<file path="config.mk">
export PLATFORM = sky130hd
export DESIGN_NAME = decrypt
export DESIGN_NICKNAME = d
export VERILOG_FILES = /design/src/rtl/decrypt.sv
export SDC_FILE = /design/constraint.sdc
export NUM_CORES = 1
export LEC_CHECK = 0
export BUFFER_PORTS_ARGS = -buffer_cell sky130_fd_sc_hd__buf_4
export CAP_MARGIN = 20
export CORE_MARGIN = 3
export CORE_UTILIZATION = 45
export CTS_CLUSTER_DIAMETER = 30
export DETAILED_ROUTE_END_ITERATION = 8
export PLACE_DENSITY = 0.84
export SLEW_MARGIN = 20
export SYNTH_ARGS = -nofsm -noshare
export SYNTH_HDL_FRONTEND = slang
export SYNTH_SLANG_ARGS = --single-unit
</file>
<file path="constraint.sdc">
create_clock -name clk -period 10.3 [get_ports clk]
set_clock_uncertainty 0.1 [all_clocks]
set_input_delay 2.575 -clock clk [delete_from_list [all_inputs] [get_ports clk]]
set_output_delay 2.575 -clock clk [all_outputs]
set_load 0.02 [all_outputs]
</file>
<file path="src/rtl/decrypt.sv">
// decrypt: streaming LWE decryption accumulator. Row 0 clears the running sum,
// every other row adds sk*ct mod q; result is the sum reduced mod p.
// Revision: 1.0
`default_nettype none

module decrypt #(
    parameter int PLAINTEXT_MODULUS  = 64,
    parameter int PLAINTEXT_WIDTH    = 6,
    parameter int CIPHERTEXT_MODULUS = 1024,
    parameter int CIPHERTEXT_WIDTH   = 21,
    parameter int DIMENSION          = 1,
    parameter int BIG_N              = 30
) (
    input  logic                        clk,
    input  logic                        rst_n,
    input  logic [CIPHERTEXT_WIDTH-1:0] secretkey_entry,
    input  logic [CIPHERTEXT_WIDTH-1:0] ciphertext_entry,
    input  logic [DIMENSION:0]          row,
    output logic [PLAINTEXT_WIDTH-1:0]  result
);

    localparam int EXT_W = BIG_N - CIPHERTEXT_WIDTH;
    localparam logic [BIG_N-1:0] Q_MASK = BIG_N'(CIPHERTEXT_MODULUS - 1);

    logic [CIPHERTEXT_WIDTH-1:0] acc;
    logic signed [BIG_N-1:0]     sk_ext;
    logic signed [BIG_N-1:0]     ct_ext;
    logic [BIG_N-1:0]            prod;
    logic [BIG_N-1:0]            acc_ext;
    logic [BIG_N-1:0]            sum_mod;

    // Key is unsigned (zero-extend), ciphertext is two's complement (sign-extend).
    // Truncating the product to BIG_N bits is harmless: q divides 2^BIG_N.
    always_comb begin
        sk_ext  = $signed({{EXT_W{1'b0}}, secretkey_entry});
        ct_ext  = $signed({{EXT_W{ciphertext_entry[CIPHERTEXT_WIDTH-1]}}, ciphertext_entry});
        prod    = $unsigned(sk_ext * ct_ext);
        acc_ext = {{EXT_W{1'b0}}, acc};
        sum_mod = (acc_ext + prod) & Q_MASK;
    end

    always_ff @(posedge clk or negedge rst_n) begin
        if (!rst_n) begin
            acc <= '0;
        end else if (row == '0) begin
            acc <= '0;
        end else begin
            acc <= CIPHERTEXT_WIDTH'(sum_mod);
        end
    end

    assign result = acc[PLAINTEXT_WIDTH-1:0];

endmodule

`default_nettype wire

</file>
# After elaboration in Yosys (flattened, before gate mapping)
# Cells that the tools add are included.
# W data, S select, Z words.
# op_classes
n_mul	1
n_mux	1
add_sub_neg	1
reduce_logical	1
# ops
operator	count
$mul A22 B21 Y10	1
$add A10 B10 Y10	1
$mux W10	1
$logic_not A2 Y1	1
# word_totals
in_bits	46
register_bits	10
output_inout_bits	6
elab_cells	5

# Depth between registers and ports, before layout
# Gate-level depths: netlist of run 1.
# depth
ltp_word	3
mapped_depth	16
ltp_nobuf	16

# Worst setup path after synthesis of run 1
# Ideal clock, no wire load.
# synth_path
path_type	input-to-reg
start	input port ciphertext_entry[3]
end	register acc[5]
setup_slack_ps	4216
required_time_ps	10128
path_buffers	0
setup_time_ps	72
t_arrival_ps	5912
cell_stages	16
cell_sequence	nand2_1 -> fa_1 -> inv_1 -> ha_1 -> inv_1 -> fa_1 -> inv_1 -> ha_1 -> inv_1 -> fa_1 -> inv_1 -> fa_1 -> xor2_1 -> xnor2_1 -> xnor3_1 -> nor2_1
# synth_between
elab_chain_len	3
# synth_lines
element	line_no	source
start: declaration	17	input logic [CIPHERTEXT_WIDTH-1:0] ciphertext_entry,
$mul A22 B21 Y10	37	prod = $unsigned(sk_ext * ct_ext);
$add A10 B10 Y10	39	sum_mod = (acc_ext + prod) & Q_MASK;
$mux W10	45	end else if (row == '0) begin
end signal: assignment	48	acc <= CIPHERTEXT_WIDTH'(sum_mod);
end: declaration	25	logic [CIPHERTEXT_WIDTH-1:0] acc;
# Every way passes these cells.

# Worst setup path after layout of run 1
# layout_path
start	input port secretkey_entry[0]
end	register acc[5]
# layout_between
elab_chain_len	3
# layout_lines
element	line_no	source
start: declaration	16	input logic [CIPHERTEXT_WIDTH-1:0] secretkey_entry,
$mul A22 B21 Y10	37	
$add A10 B10 Y10	39	
$mux W10	45	
# Every way passes these cells.

==> results.sh, run 1 <==
export IMPL_hp_class="reg -> reg"
export IMPL_reg2reg_from="acc[4]"
export IMPL_worst_slack_ns=4.17
export IMPL_r2r_end="acc[5]"
export IMPL_grt_pass1_vias=677
export IMPL_routedWlPerCell_um=11.6
export IMPL_status="finished, final reports clean"
export IMPL_rsz0062_at_grt="false"
export IMPL_yosys_warnings=0
export IMPL_antenna_found_initial=0
export IMPL_avgSynthCellArea_sq_um=9.74
export IMPL_reg2reg_depth=13
export IMPL_start_util=0.514
export IMPL_die_x_um=48.9
export IMPL_syn_area_sq_um=828
export IMPL_io_buffers=21
export IMPL_place_gp_congestion=0.869
export IMPL_crit_slowest_cell="fa_1"
export IMPL_pin_count=52
export IMPL_wirelength_um=1550
export IMPL_synthFlopType="dfrtp_1"
export IMPL_pre_cts_slack_ns=3.88
export IMPL_top_layer_used="met4"
export IMPL_fp_dieH_um=48.9
export IMPL_cts_resized=0
export IMPL_synth_top_cell_by_area="ha_1"
export IMPL_slew_viol_final=0
export IMPL_powerDensity_nw_per_um2=221
export IMPL_cp_max_fo=6
export IMPL_first_iter_violations=1
export IMPL_wl_met2_um=783
export IMPL_fin_crit_sh=0.595
export IMPL_hold_path_end="acc[0]"
export IMPL_n_antenna_cell=0
export IMPL_hp_start="acc[0]"
export IMPL_insertion_delay_ns=0.25
export IMPL_crit_type="in -> reg"
export IMPL_htreeDepth=1
export IMPL_met3_length_um=80
export IMPL_syn_num_nets=155
export IMPL_clockRootBuffer="clkbuf_4"
export IMPL_hold_depth=2
export IMPL_synthArstFlopShare=1.00
export IMPL_grt_max_degree=7
export IMPL_grt_usage=0.154
export IMPL_via_per_inst=4.71
export IMPL_ant_nets=0
export IMPL_std_cell_rows=14
export IMPL_ys_seq_area_frac=0.181
export IMPL_synth_cells=85
export IMPL_coreArea_sq_um=1610
export IMPL_path_clk_slew_ns=0.05
export IMPL_final_layout_size_suffix_gt1_frac=0.220
export IMPL_critPathMostFrequentCell="inv_1"
export IMPL_nets=181
export IMPL_num_vias=626
export IMPL_fin_crit_ns=6.13
export IMPL_cts_setup_buffers=0
export IMPL_r2r_setup_slack_ns=6.72
export IMPL_cts_sinks=6
export IMPL_synth_edf_count=0
export IMPL_setup_viol=0
export IMPL_met1_length_um=641
export IMPL_crit_family="adder cells"
export IMPL_ys_types=11
export IMPL_hold_buffers=0
export IMPL_fmax_mhz=163
export IMPL_drc_errors=0
export IMPL_grt_overflow=0
export IMPL_netlist_area_leader_share=0.257
export IMPL_tns_ns=0
export IMPL_netlist_top_cells_count="17 x ha_1, 14 x inv_1, 12 x and2_1"
export IMPL_numCtsBuffers=3
export IMPL_cts_buffer_depth=2
export IMPL_worstPathArrival_ns=6.21
export IMPL_cp_start_kind="primary input"
export IMPL_peakVddDrop_uv=162
export IMPL_dr_pass1_iters=3
export IMPL_path_buf_inv=6
export IMPL_yosys_top_cells_area="ha_1 26%, dfrtp_1 18%, fa_1 17%"
export IMPL_worstPathCellList="buf_4, nand2_1, fa_1, inv_1, ha_1, inv_1, fa_1, inv_1, ha_1, inv_1, fa_1, inv_1, fa_1, xor2_1, xnor2_1, xnor3_1, nor2_1"
export IMPL_critPathCaptureType="flip-flop"
export IMPL_worst_slew_pin_slew_ns=0.390
export IMPL_syn_to_final_growth_pct=25.4
export IMPL_cp_required_ns=10.38
export IMPL_die_area_sq_um=2390
export IMPL_p_leak_nw=0.563
export IMPL_dp_hpwl_um=1410
export IMPL_max_slew_margin_rel=0.739
export IMPL_cts_tree="yes"
export IMPL_largest_reg_flops=6
export IMPL_top_register="acc"
export IMPL_grt_pass1_wl_um=2760
export IMPL_ys_ff_latch=6
export IMPL_cap_violations=0
export IMPL_cpPeakStageDelay_ns=0.54
export IMPL_timing_final_hold_violations=0
export IMPL_reg_top3="acc: 6 flops"
export IMPL_cp_depth=17
export IMPL_yosysMostFrequentCell="ha_1"
where the power goes:
| part | switching (mW) | internal (mW) |
|---|---|---|
| sequential | 0.00732 | 0.0357 |
| clock | 0.00874 | 0.0132 |
| combinational | 0.0810 | 0.0830 |
layer usage:
layer / global-route usage / vias to the layer above
met3: 0.0336 / 4
met5: 0 / -
met1: 0.169 / 295
li1: - / 309
met2: 0.267 / 18
met4: 0.0995 / 0
through the flow:
stage	hold WS [ns]	power, mW	utilization	std cells	cell area, sq um
floorplan	0.632	0.162	-	85	828
global placement	0.514	0.203	0.630	130	1020
detailed placement	0.520	0.210	0.630	130	1020
CTS	0.541	0.235	0.644	133	1040
global route	0.590	0.258	0.644	133	1040
finish	0.533	0.229	0.644	133	1040
final cells by class:
class                   count  area (sq um)
inverters                  14          52.6
flip-flops and latches      6           150
well taps                  24          30.0
repair buffers             21           158
clock buffers               3          22.5
fillers                   148           573
multi-input cells          65           626
cells by family (layout without fill, tap and decap cells):
family        count (synthesis)  after routing  synth area share
fa+ha+maj                    24             24             0.426
flops                         6              6             0.181
simple gates                 28             28             0.175
buf+inv                      14             38            0.0634
xor+xnor                     13             13             0.154
layout by cell type (no fill, tap or decap):
| cell type | n |
|---|---|
| nor2b_1 | 4 |
| and2_1 | 12 |
| xnor3_1 | 1 |
| nor2_1 | 3 |
| fa_1 | 7 |
| nand2_1 | 9 |
| xor2_1 | 2 |
| xnor2_1 | 10 |
| inv_1 | 14 |
| clkbuf_4 | 3 |
| ha_1 | 17 |
| dfrtp_1 | 6 |
| buf_4 | 21 |
worst reg2reg max path: stages, from the launching register on:
cell,delay [ns]
dfrtp_1,0.39
ha_1,0.28
inv_1,0.05
fa_1,0.49
inv_1,0.04
ha_1,0.26
inv_1,0.05
fa_1,0.54
inv_1,0.07
fa_1,0.45
xor2_1,0.19
xnor2_1,0.19
xnor3_1,0.32
nor2_1,0.09
worst max path at each step:
stage                                   start  endpoint
after floorplan           ciphertext_entry[3]    acc[5]
after global placement     secretkey_entry[0]    acc[5]
after detailed placement   secretkey_entry[0]    acc[5]
after CTS                  secretkey_entry[0]    acc[5]
after global routing       secretkey_entry[0]    acc[5]
final                      secretkey_entry[0]    acc[5]
No activity file was read; power rests on OpenSTA's default activity.
==> run 2: changes to the inputs <==
--- a/config.mk
+++ b/config.mk
@@ -5,13 +5,14 @@
 export SDC_FILE = /design/constraint.sdc
 export NUM_CORES = 1
 export LEC_CHECK = 0
+export ABC_AREA = 1
 export BUFFER_PORTS_ARGS = -buffer_cell sky130_fd_sc_hd__buf_4
 export CAP_MARGIN = 20
 export CORE_MARGIN = 3
 export CORE_UTILIZATION = 45
 export CTS_CLUSTER_DIAMETER = 30
 export DETAILED_ROUTE_END_ITERATION = 8
-export PLACE_DENSITY = 0.84
+export PLACE_DENSITY = 0.8
 export SLEW_MARGIN = 20
 export SYNTH_ARGS = -nofsm -noshare
 export SYNTH_HDL_FRONTEND = slang
==> constraint.sdc (replaced) <==
create_clock -name clk -period 6 [get_ports clk]
set_clock_uncertainty 0.1 [all_clocks]
set_input_delay 1.5 -clock clk [delete_from_list [all_inputs] [get_ports clk]]
set_output_delay 1.5 -clock clk [all_outputs]
set_load 0.02 [all_outputs]
==> results.sh, run 2 <==
export IMPL_dr_pass1_iters=4
export IMPL_setup_viol=0
export IMPL_routedWlPerCell_um=9.53
export IMPL_critPathCaptureType="flip-flop"
export IMPL_synthFlopType="dfrtp_1"
export IMPL_ys_types=15
export IMPL_die_area_sq_um=2780
export IMPL_cts_resized=0
export IMPL_multiInputGateArea_sq_um=666
export IMPL_drc_errors=0
export IMPL_pin_count=52
export IMPL_antenna_found_initial=0
export IMPL_netlist_top_cells_count="47 x nand2_1, 43 x inv_1, 17 x ha_1"
export IMPL_yosys_warnings=0
export IMPL_synthArstFlopShare=1.00
export IMPL_via_per_inst=4.51
export IMPL_ant_nets=0
export IMPL_fp_dieH_um=52.7
export IMPL_start_util=0.485
export IMPL_tns_ns=0
export IMPL_die_x_um=52.7
export IMPL_std_cell_rows=16
export IMPL_numCtsBuffers=3
export IMPL_num_vias=889
export IMPL_path_clk_slew_ns=0.05
export IMPL_fin_crit_ns=5.04
export IMPL_final_layout_size_suffix_gt1_frac=0.176
export IMPL_cts_setup_buffers=0
export IMPL_grt_max_degree=7
export IMPL_hp_class="reg -> reg"
export IMPL_top_register="acc"
export IMPL_synth_cells=146
export IMPL_place_area_sq_um=1170
export IMPL_grt_usage=0.161
export IMPL_place_gp_congestion=0.823
export IMPL_finalInstanceArea_sq_um=1190
export IMPL_worst_slew_pin_slew_ns=0.429
export IMPL_synth_edf_count=0
export IMPL_cp_max_fo=6
export IMPL_layout_commonest_cell="nand2_1"
export IMPL_fill_cells=185
export IMPL_io_buffers=21
export IMPL_cts_buffer_depth=2
export IMPL_holdWs_ns=0.541
export IMPL_cap_violations=0
export IMPL_fin_util=0.591
export IMPL_fin_crit_sh=0.840
export IMPL_clockRootBuffer="clkbuf_4"
export IMPL_cts_sinks=6
export IMPL_ys_ff_latch=6
export IMPL_yosys_top_cells_area="ha_1 22%, nand2_1 18%, inv_1 16%"
export IMPL_insertion_delay_ns=0.24
export IMPL_grt_pass1_wl_um=3400
export IMPL_reg2reg_depth=19
export IMPL_syn_num_nets=216
export IMPL_synth_top_cell_by_area="ha_1"
export IMPL_grt_pass1_vias=884
export IMPL_cts_tree="yes"
export IMPL_syn_area_sq_um=981
export IMPL_netlist_area_leader_share=0.217
export IMPL_reg_top3="acc: 6 flops"
export IMPL_slew_viol_final=0
export IMPL_cp_start_kind="primary input"
export IMPL_fmax_mhz=198
export IMPL_yosysMostFrequentCell="nand2_1"
export IMPL_cp_required_ns=6.03
export IMPL_layout_common_cells="47 x nand2_1, 43 x inv_1, 21 x buf_4, 17 x ha_1, 9 x nor2_1"
export IMPL_power_mw=0.402
export IMPL_status="finished, final reports clean"
export IMPL_hold_buffers=0
export IMPL_worstPathArrival_ns=5.07
export IMPL_p_leak_nw=0.810
export IMPL_coreArea_sq_um=2020
export IMPL_rsz0062_at_grt="false"
export IMPL_peakVddDrop_uv=282
export IMPL_largest_reg_flops=6
export IMPL_dp_hpwl_um=1660
export IMPL_crit_type="in -> reg"
export IMPL_avgSynthCellArea_sq_um=6.72
export IMPL_seq_area_sq_um=150
export IMPL_max_slew_margin_rel=0.713
export IMPL_grt_overflow=0
export IMPL_first_iter_violations=10
export IMPL_hold_depth=3
export IMPL_htreeDepth=1
export IMPL_nets=242
export IMPL_n_antenna_cell=0
export IMPL_powerDensity_nw_per_um2=337
export IMPL_timing_final_hold_violations=0
export IMPL_wirelength_um=1880
export IMPL_ys_seq_area_frac=0.153
export IMPL_syn_to_final_growth_pct=21.8
[run 2: cell types whose count changed in the layout (fill, tap and decap cells not counted), moves of 6 or more]
| cell | delta |
|---|---|
| and2_1 | -12 |
| inv_1 | +29 |
| nand2_1 | +38 |
| nand3_1 | +6 |
| nor2_1 | +6 |
| xnor2_1 | -9 |
[run 2: worst paths after layout]
path	startpoint	to	slack, ns
worst max register to register	acc[4]	acc[5]	2.47
worst min register to register	acc[0]	acc[0]	0.54
worst min-delay path	acc[0]	acc[0]	0.54
max in group asynchronous	rst_n	acc[4]	4.72
min in group asynchronous	rst_n	acc[0]	0.96
worst max-delay path	secretkey_entry[0]	acc[5]	0.96
[run 2: cell type report]
| class | count | area share |
|---|---|---|
| Tap cell | 27 | 0.0283 |
| Clock buffer | 3 | 0.0188 |
| Inverter | 44 | 0.138 |
| Timing Repair Buffer | 21 | 0.132 |
| Multi-Input combinational cell | 96 | 0.557 |
| Sequential cell | 6 | 0.126 |
[run 2: critical path, cell delays in order]
cell,delay (ns)
buf_4,0.12
nand2_1,0.08
fa_1,0.47
inv_1,0.07
ha_1,0.13
inv_1,0.05
fa_1,0.54
inv_1,0.05
ha_1,0.27
inv_1,0.06
fa_1,0.54
inv_1,0.06
fa_1,0.46
nand2_1,0.11
inv_1,0.04
nor2_1,0.08
nand3_1,0.07
nand2_1,0.08
inv_1,0.04
nand2_1,0.05
nand2_1,0.06
nor2_1,0.11
nor2_2,0.05
[run 2: metrics by stage]
step / setup slack [ns] / cells
after floorplan: 1.06 / 146
after global placement: 0.739 / 194
after detailed placement: 0.691 / 194
after CTS: 0.925 / 197
after global routing: 0.661 / 197
final: 0.961 / 197
[run 2: kinds of logic (layout without fill, tap and decap cells)]
family                   Yosys count  after routing  share of synthesized area
buffers and inverters             44             68                      0.168
flip-flops                         6              6                      0.153
AND/OR/NAND/NOR                   70             70                      0.301
XOR/XNOR                           2              2                     0.0179
adder cells (fa/ha/maj)           24             24                      0.360
[run 2: routing by layer]
metal	share of wire	track usage
met5	0	0
met4	0	0.0638
met3	0.048	0.0256
met2	0.50	0.300
met1	0.45	0.179
[run 2: report_power, final]
part	internal (mW)	switching (mW)	leakage [nW]	total [mW]
registers	0.0605	0.0119	0.0741	0.0725
logic	0.126	0.168	0.722	0.294
clock network	0.0225	0.0133	0.0138	0.0359
total	0.209	0.193	0.810	0.402
==> run 3: changes to the inputs <==
==> constraint.sdc (replaced) <==
create_clock -name clk -period 4.97 [get_ports clk]
set_clock_uncertainty 0.1 [all_clocks]
set_input_delay 1.2425 -clock clk [delete_from_list [all_inputs] [get_ports clk]]
set_output_delay 1.2425 -clock clk [all_outputs]
set_load 0.02 [all_outputs]
==> results.sh, run 3 (synthesis results as in run 2) <==
export IMPL_final_layout_size_suffix_gt1_frac=0.210
export IMPL_grt_pass1_wl_um=3530
export IMPL_slew_viol_final=0
export IMPL_cp_start_kind="primary input"
export IMPL_powerDensity_nw_per_um2=402
export IMPL_ant_nets=0
export IMPL_pre_cts_slack_ns=-0.0534
export IMPL_fin_crit_sh=0.946
export IMPL_fp_dieH_um=52.7
export IMPL_critPathCaptureType="flip-flop"
export IMPL_grt_usage=0.168
export IMPL_path_clk_slew_ns=0.05
export IMPL_cp_max_fo=3
export IMPL_internal_power_mw=0.259
export IMPL_worst_slack_ns=0.266
export IMPL_reg_top3="acc: 6 flops"
export IMPL_worst_slew_pin_slew_ns=0.407
export IMPL_crit_type="in -> reg"
export IMPL_clockRootBuffer="clkbuf_4"
export IMPL_grt_overflow=0
export IMPL_layout_common_cells="47 x nand2_1, 43 x inv_1, 27 x buf_4, 17 x ha_1, 9 x nor2_1"
export IMPL_num_vias=903
export IMPL_antenna_found_initial=0
export IMPL_dp_cells=200
export IMPL_cts_setup_buffers=0
export IMPL_rsz0062_at_grt="false"
export IMPL_largest_reg_flops=6
export IMPL_numCtsBuffers=3
export IMPL_fin_util=0.614
export IMPL_htreeDepth=1
export IMPL_hp_class="reg -> reg"
export IMPL_cts_buffer_depth=2
export IMPL_cts_resized=0
export IMPL_top_register="acc"
export IMPL_worstPathArrival_ns=4.74
export IMPL_peakVddDrop_uv=316
export IMPL_coreArea_sq_um=2020
export IMPL_die_area_sq_um=2780
export IMPL_p_sw_frac=0.482
export IMPL_syn_to_final_growth_pct=26.7
export IMPL_dr_pass1_iters=4
export IMPL_first_iter_violations=10
export IMPL_stdcell_count=203
export IMPL_p_comb_frac=0.739
export IMPL_layout_commonest_cell="nand2_1"
export IMPL_hold_buffers=0
export IMPL_std_cell_rows=16
export IMPL_pin_count=52
export IMPL_fmax_mhz=213
export IMPL_cts_tree="yes"
export IMPL_insertion_delay_ns=0.24
export IMPL_setup_viol=0
export IMPL_cp_required_ns=5.00
export IMPL_io_buffers=21
export IMPL_power_share_clock=0.087
export IMPL_start_util=0.485
export IMPL_cap_violations=0
export IMPL_nets=248
export IMPL_die_x_um=52.7
export IMPL_p_switching_mw=0.241
export IMPL_timing_final_hold_violations=0
export IMPL_place_gp_congestion=0.826
export IMPL_max_slew_margin_rel=0.727
export IMPL_wirelength_um=2030
export IMPL_n_antenna_cell=0
export IMPL_cts_sinks=6
export IMPL_status="finished, final reports clean"
export IMPL_fin_crit_ns=4.70
export IMPL_p_leak_nw=0.837
export IMPL_dp_hpwl_um=1810
export IMPL_via_per_inst=4.45
export IMPL_grt_max_degree=7
export IMPL_grt_pass1_vias=884
export IMPL_routedWlPerCell_um=10.0
export IMPL_drc_errors=0
export IMPL_p_seq_frac=0.174
## run 3: cell types whose count changed in the layout (fill, tap and decap cells not counted)
cell / previous run / this run
buf_4: 21 / 27
fa_2: 0 / 1
fa_1: 7 / 6
## run 3: critical path, stage by stage
cell and delay, ns:
buf_4 0.08, nand2_1 0.07, fa_1 0.48, inv_1 0.09, ha_1 0.14, inv_1 0.06, fa_1 0.53, inv_1 0.04
ha_1 0.27, inv_1 0.05, fa_1 0.54, inv_1 0.06, fa_2 0.40, nand2_1 0.10, inv_1 0.04, nor2_1 0.08
nand3_1 0.08, nand2_1 0.08, inv_1 0.04, nand2_1 0.04, nand2_1 0.06, nor2_1 0.11, nor2_2 0.05
## run 3: worst paths after layout
kind | slack (ns) | end | cells past startpoint | start
worst max-delay path | 0.27 | acc[5] | 23 | ciphertext_entry[3]
min in group asynchronous | 0.70 | acc[0] | 1 | rst_n
worst max register to register | 1.50 | acc[5] | 19 | acc[4]
worst min register to register | 0.55 | acc[0] | 3 | acc[0]
max in group asynchronous | 3.95 | acc[3] | 1 | rst_n
worst min-delay path | 0.55 | acc[0] | 3 | acc[0]
## run 3: area by class of cell
class,count,area (sq um)
timing repair buffer,27,203
clock buffer,3,22.5
fill,182,779
multi-input combinational,96,668
sequential,6,150
inverter,44,165
tap,27,33.8
## run 3: power groups by stage
stage | clock [mW] | combinational (mW) | sequential, mW
5_1_grt | 0.0505 | 0.429 | 0.0905
3_5_place_dp | 0 | 0.367 | 0.0879
4_1_cts | 0.0463 | 0.373 | 0.0873
3_3_place_gp | 0 | 0.352 | 0.0884
2_1_floorplan | 0 | 0.233 | 0.113
6_report | 0.0434 | 0.369 | 0.0870
## run 3: stage by stage
step / total power [mW] / TNS [ns] / hold WS, ns / area [sq um]
finish: 0.500 / 0 / 0.549 / 1240
detailed placement: 0.455 / -0.0534 / 0.523 / 1220
CTS: 0.506 / 0 / 0.538 / 1240
global placement: 0.441 / -0.00583 / 0.516 / 1220
floorplan: 0.347 / 0 / 0.641 / 981
global route: 0.570 / 0 / 0.586 / 1240
## run 3: metal layers
metal  global-route usage  share of wire
met5                    0              0
met4               0.0511              0
met1                0.199           0.44
met3               0.0199          0.045
met2                0.312           0.52
